===== src/rtl/sobel_edge_detector.sv =====
// Sobel edge detector: |Gx|+|Gy| magnitude, threshold to a binary edge map, per-frame edge count.
// Latency: 3 cycles from taps/syncs in to o_mag/o_edge/syncs out; the count publishes 1 cycle after the o_VSYNC rise.
// Backpressure: none; the pipeline advances every clock, like the pixel stream feeding it.
//
// Ports:
//   clk, rst_n                         pixel clock, async active-low reset
//   i_VSYNC/i_HSYNC/i_BLANK            syncs from the window generator (BLANK=1 means pixel valid)
//   i_matrix11..i_matrix33             3x3 window taps (row 1 oldest line, column 1 oldest pixel)
//   i_threshold                        requested threshold, sampled on each i_VSYNC rise
//   o_VSYNC/o_HSYNC/o_BLANK            input syncs delayed 3 cycles
//   o_mag, o_edge                      saturated magnitude and edge flag
//   o_edge_count, o_count_valid        edge pixels of the last completed frame, and its update strobe
module sobel_edge_detector #(
    parameter int          DATA_WIDTH     = 8,
    parameter int          CNT_WIDTH      = 20,
    parameter logic [7:0]  THRESH_DEFAULT = 8'd64
) (
    input  logic                  clk,
    input  logic                  rst_n,
    input  logic                  i_VSYNC,
    input  logic                  i_HSYNC,
    input  logic                  i_BLANK,
    input  logic [DATA_WIDTH-1:0] i_matrix11,
    input  logic [DATA_WIDTH-1:0] i_matrix12,
    input  logic [DATA_WIDTH-1:0] i_matrix13,
    input  logic [DATA_WIDTH-1:0] i_matrix21,
    input  logic [DATA_WIDTH-1:0] i_matrix22,
    input  logic [DATA_WIDTH-1:0] i_matrix23,
    input  logic [DATA_WIDTH-1:0] i_matrix31,
    input  logic [DATA_WIDTH-1:0] i_matrix32,
    input  logic [DATA_WIDTH-1:0] i_matrix33,
    input  logic [DATA_WIDTH-1:0] i_threshold,
    output logic                  o_VSYNC,
    output logic                  o_HSYNC,
    output logic                  o_BLANK,
    output logic [DATA_WIDTH-1:0] o_mag,
    output logic                  o_edge,
    output logic [CNT_WIDTH-1:0]  o_edge_count,
    output logic                  o_count_valid
);

    localparam int GW = DATA_WIDTH + 2;   // one-sided Sobel sum: up to 4*max
    localparam int SW = DATA_WIDTH + 3;   // |Gx|+|Gy|: up to 8*max

    localparam logic [DATA_WIDTH-1:0] THR_RST = DATA_WIDTH'(THRESH_DEFAULT);
    localparam logic [DATA_WIDTH-1:0] MAG_MAX = '1;
    localparam logic [CNT_WIDTH-1:0]  CNT_MAX = '1;
    localparam logic [CNT_WIDTH-1:0]  CNT_ONE = CNT_WIDTH'(1);

    // The centre tap has zero weight in both kernels, so i_matrix22 is only
    // carried for port symmetry with the window generator.
    logic unused_center;
    assign unused_center = ^i_matrix22;

    // ------------------------------------------------------------------
    // Stage 1: positive and negative halves of each kernel, kept unsigned
    // ------------------------------------------------------------------
    logic [GW-1:0] gx_p_c, gx_n_c, gy_p_c, gy_n_c;
    assign gx_p_c = GW'(i_matrix13) + (GW'(i_matrix23) << 1) + GW'(i_matrix33);
    assign gx_n_c = GW'(i_matrix11) + (GW'(i_matrix21) << 1) + GW'(i_matrix31);
    assign gy_p_c = GW'(i_matrix31) + (GW'(i_matrix32) << 1) + GW'(i_matrix33);
    assign gy_n_c = GW'(i_matrix11) + (GW'(i_matrix12) << 1) + GW'(i_matrix13);

    logic [GW-1:0] gx_p, gx_n, gy_p, gy_n;
    logic [GW-1:0] ax, ay;

    // Sync delay lines; index 1 is the stage-2 copy used to gate stage 3.
    logic [2:0] vs_sr, hs_sr, bl_sr;

    // Input-side frame boundary detection and threshold latch.
    logic                  vs_in_q;
    logic                  thr_latch;
    logic [DATA_WIDTH-1:0] thr_active;
    // Threshold travels with the pixel so a new value takes effect exactly
    // on the first tap set entering on or after the latch cycle.
    logic [DATA_WIDTH-1:0] thr_s1, thr_s2;

    assign thr_latch = i_VSYNC & ~vs_in_q;

    // ------------------------------------------------------------------
    // Stage 3 combinational: sum and saturate
    // ------------------------------------------------------------------
    logic [SW-1:0]         sum_c;
    logic [DATA_WIDTH-1:0] mag_sat_c;
    assign sum_c     = SW'(ax) + SW'(ay);
    assign mag_sat_c = (sum_c > SW'(MAG_MAX)) ? MAG_MAX : sum_c[DATA_WIDTH-1:0];

    always_ff @(posedge clk or negedge rst_n) begin
        if (!rst_n) begin
            gx_p       <= '0;
            gx_n       <= '0;
            gy_p       <= '0;
            gy_n       <= '0;
            ax         <= '0;
            ay         <= '0;
            vs_sr      <= '0;
            hs_sr      <= '0;
            bl_sr      <= '0;
            vs_in_q    <= 1'b0;
            thr_active <= THR_RST;
            thr_s1     <= THR_RST;
            thr_s2     <= THR_RST;
            o_mag      <= '0;
            o_edge     <= 1'b0;
        end else begin
            // stage 1
            gx_p <= gx_p_c;
            gx_n <= gx_n_c;
            gy_p <= gy_p_c;
            gy_n <= gy_n_c;

            vs_in_q <= i_VSYNC;
            if (thr_latch) begin
                thr_active <= i_threshold;
            end
            thr_s1 <= thr_latch ? i_threshold : thr_active;

            // stage 2: larger minus smaller avoids any signed wrap
            ax     <= (gx_p >= gx_n) ? (gx_p - gx_n) : (gx_n - gx_p);
            ay     <= (gy_p >= gy_n) ? (gy_p - gy_n) : (gy_n - gy_p);
            thr_s2 <= thr_s1;

            // stage 3: blanked pixels never report magnitude or edges
            o_mag  <= bl_sr[1] ? mag_sat_c : '0;
            o_edge <= bl_sr[1] && (mag_sat_c >= thr_s2);

            vs_sr <= {vs_sr[1:0], i_VSYNC};
            hs_sr <= {hs_sr[1:0], i_HSYNC};
            bl_sr <= {bl_sr[1:0], i_BLANK};
        end
    end

    assign o_VSYNC = vs_sr[2];
    assign o_HSYNC = hs_sr[2];
    assign o_BLANK = bl_sr[2];

    // ------------------------------------------------------------------
    // Output-side edge counter, framed by the realigned VSYNC
    // ------------------------------------------------------------------
    logic                 vs_out_q;
    logic                 frame_close;
    logic [CNT_WIDTH-1:0] edge_cnt;

    assign frame_close = o_VSYNC & ~vs_out_q;

    always_ff @(posedge clk or negedge rst_n) begin
        if (!rst_n) begin
            vs_out_q      <= 1'b0;
            edge_cnt      <= '0;
            o_edge_count  <= '0;
            o_count_valid <= 1'b0;
        end else begin
            vs_out_q      <= o_VSYNC;
            o_count_valid <= frame_close;
            if (frame_close) begin
                // An edge on the boundary cycle belongs to the new frame.
                o_edge_count <= edge_cnt;
                edge_cnt     <= o_edge ? CNT_ONE : '0;
            end else if (o_edge && (edge_cnt != CNT_MAX)) begin
                edge_cnt <= edge_cnt + CNT_ONE;
            end
        end
    end

endmodule


===== config.mk =====
export PLATFORM = sky130hd
export DESIGN_NAME = sobel_edge_detector
export DESIGN_NICKNAME = d
export VERILOG_FILES = /design/src/rtl/sobel_edge_detector.sv
export SDC_FILE = /design/constraint.sdc
export NUM_CORES = 1
export LEC_CHECK = 0
export CORE_MARGIN = 2
export CORE_UTILIZATION = 45
export CTS_BUF_LIST = sky130_fd_sc_hd__clkbuf_8
export CTS_CLUSTER_SIZE = 8
export DETAILED_ROUTE_END_ITERATION = 16
export PLACE_DENSITY = 0.78
export SLEW_MARGIN = 10
export SYNTH_ARGS = -nofsm -noshare
export SYNTH_HDL_FRONTEND = slang
export SYNTH_SLANG_ARGS = --single-unit
export TNS_END_PERCENT = 10

===== constraint.sdc =====
create_clock -name clk -period 4 [get_ports clk]
set_input_delay 0.6 -clock clk [delete_from_list [all_inputs] [get_ports clk]]
set_output_delay 0.6 -clock clk [all_outputs]
set_load 0.05 [all_outputs]

==> flow_metrics.py <==
metrics = {
    "clock_network": {
        "holdBufCountCts": 0,
        "clock_sinks": 136,
        "cts-resized-gates": 0,
        "cts.path.max_buffers": 2,
        "cts_setup_buffers": 0,
        "clock_latency_ps": 450,
        "htree_levels": 4,
        "cts_root_buf": "clkbuf_8",
        "cts_tree": "built",
        "cts_made_buffers": 17,
        "clkTransAtPathRegs_ps": 70,
    },
    "routing": {
        "drt-total-wl_mm": 16.4,
        "drc_errors": 0,
        "first_iter_violations": 277,
        "drtPass1Iterations": 4,
        "wl_per_cell_um": 14.3,
        "vias_per_cell": 5.01,
        "drtAntennaViolNets": 0,
        "vias": 5738,
    },
    "place": {
        "hpwl_mm": 13.2,
        "placed_area_um2": 9670,
        "place_congestion": 0.886,
        "place_ws_ps": 773,
        "port_buffers": 109,
    },
    "setup_path": {
        "start_kind": "flip-flop",
        "worstPathMaxFanout": 15,
        "path_delay_family": "compound AO/OA/AOI/OAI gates",
        "cp_slowest_cell": "fa_1",
        "startpoint": "ax[0]",
        "worst-path-buf-inv": 2,
        "worstSetupPathType": "flip-flop to flip-flop",
        "cp_cell_sequence": "ha_1 -> inv_1 -> fa_1 -> nor2b_1 -> o31a_1 -> o21ai_1 -> xnor2_1 -> nor4_4 -> buf_4 -> nand2_1 -> ha_1 -> a21o_1 -> a21oi_1 -> nor2b_1 -> o2111ai_1 -> a21oi_1",
        "timing.rr.start": "ax[0]",
        "critPathCaptureType": "flip-flop",
        "required_ps": 4320,
        "critPathMaxStageDelay_ps": 400,
        "critPathArrivalTime_ps": 3500,
    },
    "layout": {
        "fin_nets": 1119,
        "mostFrequentLayoutCells": "dfrtp_1, clkdlybuf4s50_1, ha_1, nand2_1, inv_1",
        "layout.cells.most_common": "dfrtp_1",
        "final_area_um2": 10100,
        "diodes": 0,
        "drive_gt1_share_pct": 5.57,
        "nFillCells": 1544,
        "area_growth_pct": 20.3,
    },
    "yosys": {
        "ys_ff_latch": 136,
        "netlist_instances": 789,
        "yosysTopAreaCellShare_pct": 40.1,
        "ys_seq_area_share_pct": 40.7,
        "yosys_warnings": 0,
        "syn-cell-area_um2": 8360,
        "syn-num-nets": 1004,
        "synthArstFlopShare_pct": 100,
        "synth_area_leaders": "dfrtp_1, ha_1, fa_1, nand2_1, xnor2_1",
        "synth_edf_count": 0,
        "syn_area_per_cell_um2": 10.6,
        "synthDistinctLibCells": 48,
        "synth_flop_cell": "dfrtp_1",
        "synth_top_cell_by_area": "dfrtp_1",
    },
    "grt": {
        "overflow": 0,
        "grt_pass1_wl_mm": 27.5,
        "grt_pass1_vias": 5839,
        "groute.usage.overall_pct": 17.4,
        "grt_antenna_before_repair": 0,
        "grt_max_degree": 84,
    },
    "worst_hold_path": {
        "hold_path_class": "input pin to async pin",
    },
    "sta": {
        "post-route-min-period_ps": 3170,
        "tightestPinTransition_ps": 1100,
        "rsz0062_at_grt": "false",
        "worst_hold_slack_ps": 195,
        "setup_ws_ps": 827,
        "finalMaxSlewViolations": 0,
        "setup_viol": 0,
        "timing.slew.headroom_pct": 26.4,
        "fin_crit_sh_pct": 79.3,
        "hold_viol_final": 0,
        "fmax_ghz": 0.315,
        "fin_setup_tns_ps": 0,
        "skew_ps": 13.4,
    },
    "power_and_ir_drop": {
        "power_density_nw_per_um2": 651,
        "total_power_mw": 6.54,
        "leakage_nw": 4.80,
        "irDropWorstVdd_mv": 0.259,
    },
    "floorplan": {
        "die_h_um": 140,
        "start_util_pct": 46.2,
        "die_area_um2": 19700,
        "core_area_um2": 18100,
        "die_x_um": 140,
        "rows": 49,
        "pin_count": 118,
    },
    "outcome": {
        "status": "complete, no violations",
    },
    "job": {
        "drv_cap": 0,
    },
}
[cells by family (layout without fill, tap and decap cells)]
group | Yosys count | count (layout) | synth area share, %
mux | 27 | 27 | 3.35
compound gates | 140 | 140 | 10.8
buf+inv | 88 | 215 | 4.33
fa+ha+maj | 130 | 130 | 22.8
xor+xnor | 63 | 63 | 6.60
simple gates | 205 | 205 | 11.4
flops | 136 | 136 | 40.7
[final cells by class]
class	count	area (µm²)	area share, %
inverter	72	270	2.69
clock inverter	12	128	1.27
multi-input combinational	565	4590	45.7
tap	229	287	2.85
sequential	136	3410	33.9
timing repair buffer	112	1110	11.1
clock buffer	19	262	2.60
[flip-flops by register name (all words and copies together) (netlist names)]
register and flops:
gx_n 10, gy_p 10, hs_sr 3, o_count_valid 1, vs_out_q 1, gy_n 10
bl_sr 3, ay 10, thr_s2 8, o_edge_count 20, o_mag 8, gx_p 10
thr_s1 8, edge_cnt 20, vs_sr 3, ax 10, o_edge 1
[layer usage]
layer	up-vias	share of wire (%)	GRT usage [%]
li1	2874	-	-
met1	2709	45	21.9
met2	139	49	30.3
met3	16	5.0	4.62
met4	0	0.96	3.93
met5	-	0	0
[power by group]
group / leakage, nW / switching [mW] / internal [mW]
logic: 2.94 / 1.99 / 1.53
clock network: 0.189 / 0.519 / 0.579
registers: 1.68 / 0.190 / 1.74
[Yosys cell counts, types with 5 or more instances]
library cell and count:
nor2b_1 12, a21o_1 18, mux2_2 8, nor2_1 51
xnor2_1 33, ha_1 93, mux2i_1 19, nor3_1 12
and3_1 5, clkbuf_1 8, o21ai_1 5, dfrtp_1 134
a21boi_0 5, nand2b_1 8, xor2_1 30, a211oi_1 8
nand3_1 8, fa_1 37, o21a_1 5, a21oi_1 44
o21ai_0 30, nand2_1 92, inv_1 72
[path summary, 6_finish.rpt]
kind	slack (ps)	depth (start not counted)	to
max	830	16	o_edge
min	200	1	hs_sr[2]
max reg2reg	830	16	o_edge
min reg2reg	350	0	vs_sr[2]
max in group asynchronous	2930	2	gy_n[6]
min in group clk	350	0	vs_sr[2]
[stage by stage]
stage / utilization [%] / cells
global route: 55.6 / 1145
global placement: 53.5 / 1114
floorplan: - / 789
finish: 55.6 / 1145
detailed placement: 53.5 / 1114
CTS: 55.6 / 1145
(Power assumes the default switching activity.)
